[config.mk]
export PLATFORM = sky130hd
export DESIGN_NAME = abr_prim_subreg_shadow
export DESIGN_NICKNAME = d
export VERILOG_FILES = /design/src/rtl/abr_prim_subreg_shadow.sv
export SDC_FILE = /design/constraint.sdc
export NUM_CORES = 1
export LEC_CHECK = 0
export CAP_MARGIN = 20
export CORE_ASPECT_RATIO = 0.7
export CORE_MARGIN = 2
export CORE_UTILIZATION = 40
export CTS_BUF_LIST = sky130_fd_sc_hd__clkbuf_4 sky130_fd_sc_hd__clkbuf_8 sky130_fd_sc_hd__clkbuf_16
export DETAILED_ROUTE_END_ITERATION = 10
export PLACE_DENSITY = 0.71
export SYNTH_ARGS = -nofsm -noshare
export SYNTH_HDL_FRONTEND = slang
export SYNTH_SLANG_ARGS = --single-unit
[constraint.sdc]
create_clock -name clk_i -period 3 [get_ports clk_i]
set_input_delay 0.6 -clock clk_i [delete_from_list [all_inputs] [get_ports clk_i]]
set_output_delay 0.6 -clock clk_i [all_outputs]
set_load 0.02 [all_outputs]
[src/rtl/abr_prim_subreg_shadow.sv]
// Shadowed register slice: a software value commits only after two identical writes.
// The committed copy is mirrored by an inverted shadow copy so storage faults are flagged.
// Hardware update port overrides software; update and storage errors are registered.

package abr_prim_subreg_pkg;
  typedef enum logic [2:0] {
    SwAccessRW  = 3'd0,
    SwAccessW1C = 3'd1,
    SwAccessW1S = 3'd2,
    SwAccessW0C = 3'd3
  } sw_access_e;
endpackage

module abr_prim_subreg_shadow
  import abr_prim_subreg_pkg::*;
#(
  parameter int unsigned      DW       = 32,
  parameter sw_access_e       SwAccess = SwAccessRW,
  parameter logic [DW-1:0]    RESVAL   = '0
) (
  input  logic          clk_i,
  input  logic          rst_i,
  input  logic          re,
  input  logic          we,
  input  logic [DW-1:0] wd,
  input  logic          de,
  input  logic [DW-1:0] d,
  output logic          qe,
  output logic [DW-1:0] q,
  output logic [DW-1:0] qs,
  output logic [DW-1:0] ds,
  output logic          phase,
  output logic          err_update,
  output logic          err_storage
);

  // Reject unsupported software access modes at elaboration time.
  if (!(SwAccess inside {SwAccessRW, SwAccessW1C, SwAccessW1S, SwAccessW0C})) begin : g_bad_access
    $error("abr_prim_subreg_shadow: unsupported SwAccess value");
  end

  typedef enum logic {
    StIdle,
    StStaged
  } state_e;

  state_e        state_q, state_d;
  logic [DW-1:0] committed;
  logic [DW-1:0] shadow;
  logic [DW-1:0] staged;
  logic [DW-1:0] cand;
  logic          stage_en;
  logic          commit;
  logic          upd_err;

  // Candidate value the software write would produce given the current committed value.
  always_comb begin
    cand = wd;
    unique case (SwAccess)
      SwAccessW1C: cand = committed & ~wd;
      SwAccessW1S: cand = committed | wd;
      SwAccessW0C: cand = committed & wd;
      default:     cand = wd;
    endcase
  end

  // Two-write staging FSM: first write stages, second write commits or flags a mismatch.
  always_comb begin
    state_d  = state_q;
    stage_en = 1'b0;
    commit   = 1'b0;
    upd_err  = 1'b0;
    unique case (state_q)
      StIdle: begin
        if (we) begin
          stage_en = 1'b1;
          state_d  = StStaged;
        end
      end
      StStaged: begin
        // A write takes priority over a read in the same cycle.
        if (we) begin
          state_d = StIdle;
          if (cand == staged) commit  = 1'b1;
          else                upd_err = 1'b1;
        end else if (re) begin
          state_d = StIdle;
        end
      end
      default: state_d = StIdle;
    endcase
  end

  // Hardware data wins over a simultaneous software commit.
  assign qe    = de | commit;
  assign ds    = de ? d : (commit ? cand : committed);
  assign q     = committed;
  assign qs    = committed;
  assign phase = (state_q == StStaged);

  // State, staged copy, committed/shadow pair and registered error flags.
  always_ff @(posedge clk_i) begin
    if (rst_i) begin
      state_q     <= StIdle;
      staged      <= RESVAL;
      committed   <= RESVAL;
      shadow      <= ~RESVAL;
      err_update  <= 1'b0;
      err_storage <= 1'b0;
    end else begin
      state_q    <= state_d;
      err_update <= upd_err;
      if (stage_en) staged <= cand;
      if (qe) begin
        committed <= ds;
        shadow    <= ~ds;
      end
      // Sticky: once the pair disagrees, only reset clears the flag.
      err_storage <= err_storage | (committed != ~shadow);
    end
  end

endmodule

Yosys cells after proc, flatten, opt, wreduce, memory -nomap -nowiden
Cells that the tools add are included.
Word-level totals
  input bits: 69
  bits in registers: 99
  output and inout port bits: 100
  logic and storage cells: 26
Cells by class
  reduce and logical (&&, ||, !) cells: 1
  multiplexer cells: 11
  equal/unequal tests: 2
  bitwise gates (word level): 6
Operators by type and width (count)
  two-way mux 32 bit: 2
  inverter 32 bit: 2
  == test 32 bit: 1
  != test 32 bit: 1
  two-way mux 1 bit: 8
  OR reduction 3 bit: 1
  inverter 1 bit: 2
  bitwise OR 1 bit: 2
  one-hot mux 1 bit (2 select lines): 1

Logic depth before layout (Yosys ltp)
Gate-level depths: netlist of run 1.
  word-level depth: 7
  gate-level depth with buffers: 7
  mapped depth without buffers: 5

Worst setup path before layout of run 1
No wires, ideal clock.
  path kind: input to output
  start: input port wd[17]
  end: output port ds[0]
  data required time: 2.400 ns
  arrival time: 2.105 ns
  buffers on the path: 2
  slack: 0.295 ns
  cell stages on the path: 7
  cell sequence: xor2_1 -> nor4_1 -> and4_1 -> buf_2 -> a31oi_4 -> clkbuf_1 -> a21oi_1
On the way
  word-level cells in the longest chain between the ends: 6
RTL lines
  start, declared: line 25  | input logic [DW-1:0] wd,
  == test 32 bit: line 84  | if (cand == staged) commit = 1'b1;
  two-way mux 1 bit: line 84
  two-way mux 1 bit: line 82  | if (we) begin
  two-way mux 1 bit: line 73  | unique case (state_q)
  two-way mux 32 bit (2 in a row): line 96  | assign ds = de ? d : (commit ? cand : committed);
  end, declared: line 31  | output logic [DW-1:0] ds,
Every way passes these cells.

Worst setup path in the final report of run 1
  start: input port wd[3]
  end: output port ds[13]
Same word-level chain as after synthesis.

==> run_results.csv, run 1 <==
group,metric,value,unit
timing,min_period,3050,ps
critical_path,rr_worst_depth,11,
critical_path,critPathRequiredTime,2400,ps
pwr,p_per_area,431,nW/um^2
floorplanning,coreArea,12500,um^2
clock_tree,hold_buffers,0,
critical_path,worstPathMaxFanout,7,
yosys,yosysUniqueCellTypes,29,
yosys,synth_seq_cells,99,
final_layout,fin_nets,880,
floorplanning,die-area,13700,um^2
timing,rsz0062_at_grt,"true",
timing,hold_viol,0,
final_layout,areaGrowthSynthToFinish,60.5,%
timing,finalWorstSetupSlack,-52.1,ps
yosys,syn_area_per_cell,8.50,um^2
placement,gp_congestion,0.975,
timing,final-setup-viol-count,4,
floorplanning,pin_count,169,
timing,worst_slew_pin_slew,538,ps
timing,max_freq,0.328,GHz
pwr,leakage,3.48,nW
final_layout,utilization,0.660,
final_layout,drive_gt1_frac,0.298,
final_layout,mostFrequentLayoutCells,"clkdlybuf4s50_1, dfxtp_1, buf_4",
final_layout,fillCellCount,1011,
clock_tree,htree_levels,3,
status,outcome,"finished, violations left",
hold_path,holdPathStages,2,
placement,dp.cells,952,
final_layout,layoutNonFillerInstCount,978,
critical_path,path_class,"in -> out",
timing,finClkSkew,4.25,ps
yosys,seq_area_frac_synth,0.387,
timing,slew_violations,0,
detailed_routing,drtIter0Drc,441,
hold_path,min_from,"staged[22]$_SDFFE_PP0P_",
final_layout,diodes,0,
global_route,grt_pass1_wl,28800,um
pwr,vdd_drop_max,0.261,mV
placement,port_buffers,168,
critical_path,r2r_end,"q[17]$_SDFFE_PP0P_",
critical_path,reg2reg_from,"staged[30]$_SDFFE_PP0P_",
hold_path,min_path_type,"reg -> reg",
detailed_routing,dr_total_vias,5471,
critical_path,crit_path_end_kind,"output port",
clock_tree,cts_root_buffer,"clkbuf_16",
global_route,grt_max_degree,52,
placement,dp_hpwl,13500,um
final_layout,fin_area,8230,um^2
detailed_routing,avgViaCountPerCell,5.59,
detailed_routing,wl,18600,um
yosys,netlist_instances,603,
yosys,ys_warn_count,0,
pwr,totalPowerFinal,3.54,mW
final_layout,mostFrequentLayoutCell,"clkdlybuf4s50_1",
yosys,syn_area,5120,um^2
clock_tree,path_clk_slew,60,ps
detailed_routing,dr.pass1.iters,5,
clock_tree,cts_buffers,9,
critical_path,r2r_setup_slack,830,ps
floorplanning,rows,34,
timing,fin_crit_sh,1.02,
floorplanning,fp.dieW,139,um
hold_path,min_to,"staged[22]$_SDFFE_PP0P_",
global_route,overflow,0,
critical_path,critPathLaunchType,"primary input",
flow_run,maxCapViolCount,0,
critical_path,arrival,2450,ps
status,violations,"negative setup slack",
detailed_routing,drc,0,
clock_tree,clk_latency,340,ps
floorplanning,die_h,98.7,um
global_route,antenna_found_initial,0,
global_route,grt_pass1_vias,5333,
floorplanning,start_util,0.411,
clock_tree,cts_sinks,99,
clock_tree,tritoncts,"built",
detailed_routing,wire_per_inst,19.0,um
placement,dpl-instance-area,7480,um^2
clock_tree,clk_path_buf_depth,2,
global_route,grt_usage,0.265,
yosys,synth_fp_nets,672,
timing,relSlewSlack,0.641,
detailed_routing,drt.antenna.violating_nets,0,
metal layers:
metal  up-vias  share of wire  track usage
met1      2669           0.44        0.366
met2       234           0.47        0.433
met4         0          0.014       0.0567
met5         -              0            0
li1       2548              -            -
met3        20          0.081       0.0510
cell usage after synthesis:
master	number	area (um^2)
nor3_1	1	5.00
buf_4	32	240
and2_1	1	6.26
a32oi_1	18	158
a21o_1	18	135
xor2_1	36	315
o311ai_1	10	87.6
buf_1	1	3.75
nand2_1	83	312
xnor2_1	28	245
nand4_1	4	25.0
and3_1	18	113
a21oi_1	65	325
and4_1	2	17.5
nor4_1	15	93.8
o311ai_0	8	70.1
a211oi_1	15	113
a31oi_4	1	21.3
dfxtp_1	99	1980
clkbuf_1	36	135
a311o_1	18	180
inv_1	16	60.1
nor2_1	30	113
nand2b_1	1	6.26
a211o_1	14	123
buf_2	17	85.1
nor2b_1	1	6.26
a41o_1	14	140
a41oi_1	1	8.76
critical path, stage by stage:
cell and delay [ps]:
clkdlybuf4s15_1 230, xor2_1 180, nor4_2 280, nand4_1 150, buf_6 160, buf_12 140, buf_12 150, o311ai_4 280
nand2_1 110, buf_6 160
cells by family (layout without fill, tap and decap cells):
group | count (synthesis) | in the layout | share of synthesized area
AO/OA/AOI/OAI | 182 | 182 | 0.266
XOR/XNOR | 64 | 64 | 0.109
buffers and inverters | 102 | 315 | 0.102
flip-flops | 99 | 99 | 0.387
AND/OR/NAND/NOR | 156 | 156 | 0.136
through the flow:
stage	hold slack (ps)	setup WS (ps)	setup TNS, ps
after floorplan	448	295	0
after global placement	454	-762	-23880
after detailed placement	460	-819	-24920
after CTS	469	1.13	0
after global routing	490	-110	-759
final	466	-52.1	-128
repair_timing:
action                                  in CTS  in global routing
endpoints found under the setup margin      33                 32
hold endpoints to repair                     0                  0
setup buffers                                4                  3
resized for setup                          309                 35
pin swaps                                   23                 11
gates cloned                                 3                  0
worst max-delay path by stage:
stage,from,endpoint
after floorplan,wd[17],ds[0]
after global placement,wd[26],ds[20]
after detailed placement,wd[30],ds[4]
after CTS,wd[18],ds[17]
after global routing,wd[30],ds[13]
final,wd[3],ds[13]
state kept, by name (all words and copies together) (netlist names):
signal and flops:
q 32, shadow 32, staged 32, err_storage 1
err_update 1, phase 1
where the power goes:
part / internal, mW / switching (mW) / leakage (nW)
clock network: 0.682 / 0.509 / 0.142
logic: 0.420 / 0.456 / 2.52
registers: 1.40 / 0.0814 / 0.819
layout make-up:
class                   count  area, um^2  share of cell area
multi-input cells         402        3100               0.377
repair buffers            283        2570               0.312
flip-flops and latches     99        1980               0.241
clock buffers              11         246              0.0300
well taps                 162         203              0.0246
clock inverters             5        61.3             0.00745
inverters                  16        60.1             0.00730
Power figures use the tool's default switching activity.
==> run 2: changes to the inputs <==
--- a/config.mk
+++ b/config.mk
@@ -7,7 +7,6 @@
 export LEC_CHECK = 0
 export CAP_MARGIN = 20
 export CORE_ASPECT_RATIO = 0.7
-export CORE_MARGIN = 2
 export CORE_UTILIZATION = 40
 export CTS_BUF_LIST = sky130_fd_sc_hd__clkbuf_4 sky130_fd_sc_hd__clkbuf_8 sky130_fd_sc_hd__clkbuf_16
 export DETAILED_ROUTE_END_ITERATION = 10
==> run 2 against run 1 <==
Against the previous run: the run still ends with negative setup slack left; die area fell by 3.4%; via count grew 5.3%; critical path depth is 1 higher; clock power is 15% higher; critical endpoint is now ds[30]; largest cell class unchanged.
==> run_results.csv, run 2 (same netlist as run 1, synthesis figures left out) <==
group,metric,value,unit
timing,finClkSkew,7.30,ps
flow_run,maxCapViolCount,0,
detailed_routing,drc,0,
timing,final-setup-viol-count,10,
final_layout,mostFrequentLayoutCell,"buf_4",
global_route,grt_pass1_vias,5405,
detailed_routing,avgViaCountPerCell,5.85,
final_layout,drive_gt1_frac,0.333,
detailed_routing,wl,20500,um
timing,slew_violations,0,
floorplanning,pin_count,169,
critical_path,arrival,2500,ps
critical_path,critPathLaunchType,"primary input",
final_layout,fin_nets,887,
placement,dp_hpwl,13000,um
critical_path,rr_worst_depth,9,
placement,port_buffers,168,
hold_path,min_to,"staged[7]$_SDFFE_PP0P_",
global_route,overflow,0,
global_route,grt_usage,0.288,
clock_tree,clk_latency,350,ps
detailed_routing,drtIter0Drc,546,
final_layout,areaGrowthSynthToFinish,69.1,%
timing,min_period,3100,ps
timing,relSlewSlack,0.491,
clock_tree,htree_levels,3,
detailed_routing,wire_per_inst,20.8,um
floorplanning,start_util,0.411,
critical_path,path_class,"in -> out",
clock_tree,cts_root_buffer,"clkbuf_16",
placement,dpl_worst_slack,-895,ps
detailed_routing,drt.antenna.violating_nets,0,
final_layout,mostFrequentLayoutCells,"buf_4, clkdlybuf4s50_1, dfxtp_1",
timing,whs,468,ps
pwr,totalPowerFinal,3.81,mW
floorplanning,die-area,13300,um^2
timing,worst_slew_pin_slew,763,ps
critical_path,r2r_setup_slack,530,ps
critical_path,reg2reg_from,"staged[2]$_SDFFE_PP0P_",
critical_path,worstPathMaxFanout,5,
clock_tree,cts_sinks,99,
timing,max_freq,0.323,GHz
floorplanning,rows,34,
hold_path,min_from,"staged[7]$_SDFFE_PP0P_",
placement,gp_congestion,0.958,
final_layout,diodes,0,
critical_path,critPathRequiredTime,2400,ps
detailed_routing,dr_total_vias,5759,
final_layout,fillCellCount,873,
timing,fin_crit_sh,1.03,
floorplanning,die_h,96.7,um
timing,hold_viol,0,
global_route,antenna_found_initial,0,
timing,setup-tns-final,-558,ps
pwr,p_per_area,440,nW/um^2
floorplanning,coreArea,12500,um^2
critical_path,r2r_end,"shadow[1]$_SDFFE_PP1P_",
timing,finalWorstSetupSlack,-99.3,ps
status,violations,"negative setup slack",
pwr,leakage,3.63,nW
clock_tree,tritoncts,"built",
global_route,grt_max_degree,52,
critical_path,crit_path_end_kind,"output port",
status,outcome,"finished, violations left",
clock_tree,cts_buffers,9,
clock_tree,path_clk_slew,70,ps
floorplanning,fp.dieW,137,um
global_route,grt_pass1_wl,29100,um
pwr,vdd_drop_max,0.416,mV
detailed_routing,dr.pass1.iters,5,
clock_tree,hold_buffers,0,
clock_tree,clk_path_buf_depth,2,
timing,rsz0062_at_grt,"true",
hold_path,holdPathStages,2,
hold_path,min_path_type,"reg -> reg",
## run 2: changes by cell type in the layout (fill, tap and decap cells not counted), moves of 5 or more
cell             previous run  this run
buf_2                      40        14
a21oi_1                    65        51
buf_4                      96       110
buf_6                      14        26
a21oi_2                     0        10
nand2_1                    82        75
nand2_2                     1         8
xor2_2                     14         7
clkbuf_2                    3         9
clkdlybuf4s15_1             6         0
o311ai_2                    5         0
o311ai_4                   13        18
## run 2: worst max-delay path: stages
cell      delay, ps
buf_2           120
xor2_1          130
nor4_1          270
buf_4           160
nand4_1         170
buf_12          200
buf_12          140
buf_4           140
o311ai_4        270
nand2_1         120
buf_6           160
## run 2: final cells by class
cell class,instances,area (um^2),area share
repair buffers,290,2810,0.324
multi-input cells,402,3260,0.376
well taps,162,203,0.0234
inverters,16,60.1,0.00693
clock inverters,6,111,0.0129
clock buffers,10,239,0.0276
flip-flops and latches,99,1990,0.229
## run 2: how the worst max path moves through the flow
stage	startpoint	endpoint	slack [ps]
4_1_cts	wd[30]	ds[14]	0.8
2_1_floorplan	wd[17]	ds[0]	290
5_1_grt	staged[18]$_SDFFE_PP0P_	ds[13]	-160
3_5_place_dp	wd[22]	ds[31]	-890
3_3_place_gp	wd[22]	ds[23]	-830
6_report	wd[15]	ds[30]	-100
## run 2: layer usage
metal | routed length (um) | track usage | up-vias | part of all wire
li1 | - | - | 2569 | -
met1 | 8610 | 0.380 | 2790 | 0.42
met2 | 9480 | 0.462 | 356 | 0.46
met3 | 1930 | 0.0734 | 44 | 0.094
met4 | 483 | 0.0820 | 0 | 0.024
met5 | 0 | 0 | - | 0
## run 2: through the flow
step | instances | utilization | area [um^2]
global placement | 940 | 0.590 | 7350
detailed placement | 940 | 0.590 | 7350
floorplan | 603 | - | 5120
CTS | 974 | 0.663 | 8270
finish | 985 | 0.695 | 8660
global route | 985 | 0.695 | 8660
## run 2: report_power, final
group	switching, mW	internal, mW
registers	0.0867	1.40
logic	0.495	0.458
clock network	0.533	0.840
total	1.12	2.69
## run 2: timing repair
action | CTS | global route
gates resized for setup | 338 | 85
pin swaps | 34 | 33
cloned | 2 | 4
setup buffers | 16 | 9
setup endpoints to repair | 33 | 33
==> run 3: changes to the inputs <==
--- a/config.mk
+++ b/config.mk
@@ -10,7 +10,7 @@
 export CORE_UTILIZATION = 40
 export CTS_BUF_LIST = sky130_fd_sc_hd__clkbuf_4 sky130_fd_sc_hd__clkbuf_8 sky130_fd_sc_hd__clkbuf_16
 export DETAILED_ROUTE_END_ITERATION = 10
-export PLACE_DENSITY = 0.71
+export PLACE_DENSITY = 0.74
 export SYNTH_ARGS = -nofsm -noshare
 export SYNTH_HDL_FRONTEND = slang
 export SYNTH_SLANG_ARGS = --single-unit
==> constraint.sdc (replaced) <==
create_clock -name clk_i -period 2.7 [get_ports clk_i]
set_input_delay 0.54 -clock clk_i [delete_from_list [all_inputs] [get_ports clk_i]]
set_output_delay 0.54 -clock clk_i [all_outputs]
set_load 0.02 [all_outputs]
==> run 3 against run 2 <==
Against the previous run: the flow still finishes with violations (negative setup slack); sequential share of layout area is 0.23 points higher; critical path depth is 2 lower; sequential power grew 11%; final cell count rose by 1.5%; combinational power grew 8%.
==> run_results.csv, run 3 (same netlist as run 1, synthesis figures left out) <==
group,metric,value,unit
global_route,grt_pass1_vias,5554,
critical_path,crit_path_end_kind,"output port",
timing,relSlewSlack,0.529,
pwr,p_per_area,484,nW/um^2
placement,dp_hpwl,13400,um
final_layout,fin_area,8570,um^2
floorplanning,die_h,96.7,um
critical_path,critPathMaxStageDelay,340,ps
critical_path,crit_chain,"clkdlybuf4s15_1 -> xor2_1 -> nor4_2 -> nand4_1 -> buf_12 -> buf_4 -> o311ai_2 -> nand2_2 -> buf_6",
status,violations,"negative setup slack",
floorplanning,start_util,0.411,
placement,dp.cells,955,
floorplanning,rows,34,
timing,worst_slew_pin_slew,707,ps
final_layout,fin_nets,903,
timing,min_period,2970,ps
floorplanning,fp.dieW,137,um
clock_tree,htree_levels,3,
detailed_routing,wl_met3,1550,um
placement,port_buffers,168,
final_layout,drive_gt1_frac,0.327,
critical_path,slowest_stage,"o311ai_2",
detailed_routing,wire_per_inst,19.9,um
clock_tree,cts_root_buffer,"clkbuf_16",
floorplanning,coreArea,12500,um^2
detailed_routing,dr_wl_met2,9330,um
detailed_routing,dr_total_vias,5725,
critical_path,critPathLaunchType,"primary input",
detailed_routing,dr.max_layer_used,"met4",
clock_tree,cts_buffers,9,
final_layout,areaGrowthSynthToFinish,67.3,%
clock_tree,path_clk_slew,70,ps
detailed_routing,avgViaCountPerCell,5.73,
timing,hold_viol,0,
critical_path,worstPathMaxFanout,15,
detailed_routing,dr.pass1.iters,7,
clock_tree,clk_path_buf_depth,2,
detailed_routing,wl,19900,um
timing,max_freq,0.337,GHz
final_layout,mostFrequentLayoutCell,"buf_4",
placement,gp_congestion,0.856,
flow_run,maxCapViolCount,0,
detailed_routing,drtIter0Drc,483,
timing,finClkSkew,6.90,ps
final_layout,utilization,0.688,
global_route,antenna_found_initial,0,
critical_path,path_class,"in -> out",
final_layout,layoutNonFillerInstCount,1000,
detailed_routing,drc,0,
clock_tree,hold_buffers,0,
detailed_routing,wirelength_met1,8330,um
detailed_routing,drt.antenna.violating_nets,0,
clock_tree,clk_latency,350,ps
pwr,leakage,3.62,nW
timing,fin_crit_sh,1.10,
placement,dpl-instance-area,7450,um^2
timing,finalWorstSetupSlack,-271,ps
floorplanning,pin_count,169,
global_route,grt_usage,0.290,
final_layout,fillCellCount,917,
pwr,vdd_drop_max,0.376,mV
timing,setup-tns-final,-4750,ps
timing,rsz0062_at_grt,"true",
final_layout,mostFrequentLayoutCells,"buf_4, clkdlybuf4s50_1, dfxtp_1",
global_route,grt_pass1_wl,29400,um
hold_path,min_path_type,"reg -> reg",
critical_path,arrival,2430,ps
global_route,overflow,0,
floorplanning,die-area,13300,um^2
critical_path,critPathRequiredTime,2160,ps
status,outcome,"finished, violations left",
global_route,grt_max_degree,37,
clock_tree,cts_sinks,99,
final_layout,diodes,0,
clock_tree,tritoncts,"built",
timing,final-setup-viol-count,33,
timing,slew_violations,0,
==> run 3: cell count changes in the layout (fill, tap and decap cells not counted), sizes merged <==
cell and delta:
clkinv -1, bufbuf +1, clkinvlp +1, clkdlybuf4s15 +12
clkbuf -11, buf +5, dlygate4sd2 +8
==> run 3: through the flow <==
step | hold slack [ps] | total power, mW | worst slack, ps
CTS | 471 | 4.08 | -241
global route | 496 | 4.29 | -346
global placement | 453 | 2.60 | -995
finish | 472 | 4.15 | -271
detailed placement | 460 | 2.62 | -1030
floorplan | 448 | 2.13 | 115
==> run 3: worst max-delay path: cells and delay by family <==
family / cells / cell delay (ps)
AND/OR/NAND/NOR: 3 / 640
AO/OA/AOI/OAI: 1 / 340
XOR/XNOR: 1 / 180
buffers and inverters: 4 / 720
==> run 3: layout make-up <==
type                    instances  area, um^2  area share
inverters                      16        60.1     0.00701
flip-flops and latches         99        1990       0.232
repair buffers                306        2950       0.344
clock buffers                   9         225      0.0263
clock inverters                 6         114      0.0133
well taps                     162         203      0.0236
multi-input cells             402        3040       0.355
==> run 3: worst paths after layout <==
kind                            depth (start not counted)                      end                     from  slack [ps]
worst min register to register                          2  staged[13]$_SDFFE_PP0P_  staged[13]$_SDFFE_PP0P_         470
worst min-delay path                                    2  staged[13]$_SDFFE_PP0P_  staged[13]$_SDFFE_PP0P_         470
worst max register to register                          9   shadow[5]$_SDFFE_PP1P_  staged[13]$_SDFFE_PP0P_         500
worst max-delay path                                    9                   ds[15]                    wd[6]        -270
==> run 3: repair_timing <==
action / 4_1_cts / 5_1_grt
setup buffers: 6 / 22
pin swaps: 20 / 21
gates resized for setup: 267 / 91
cloned: 4 / 1
setup endpoints to repair: 33 / 33
==> run 3: report_power, final <==
group,internal (mW),total [mW],switching [mW]
combinational,0.501,1.03,0.529
sequential,1.55,1.64,0.0872
clock,0.904,1.48,0.574
total,2.96,4.15,1.19
==> run 3: metal layers <==
layer | GRT usage | vias to the layer above
li1 | - | 2611
met1 | 0.376 | 2762
met2 | 0.467 | 297
met3 | 0.0629 | 55
met4 | 0.113 | 0
met5 | 0 | -
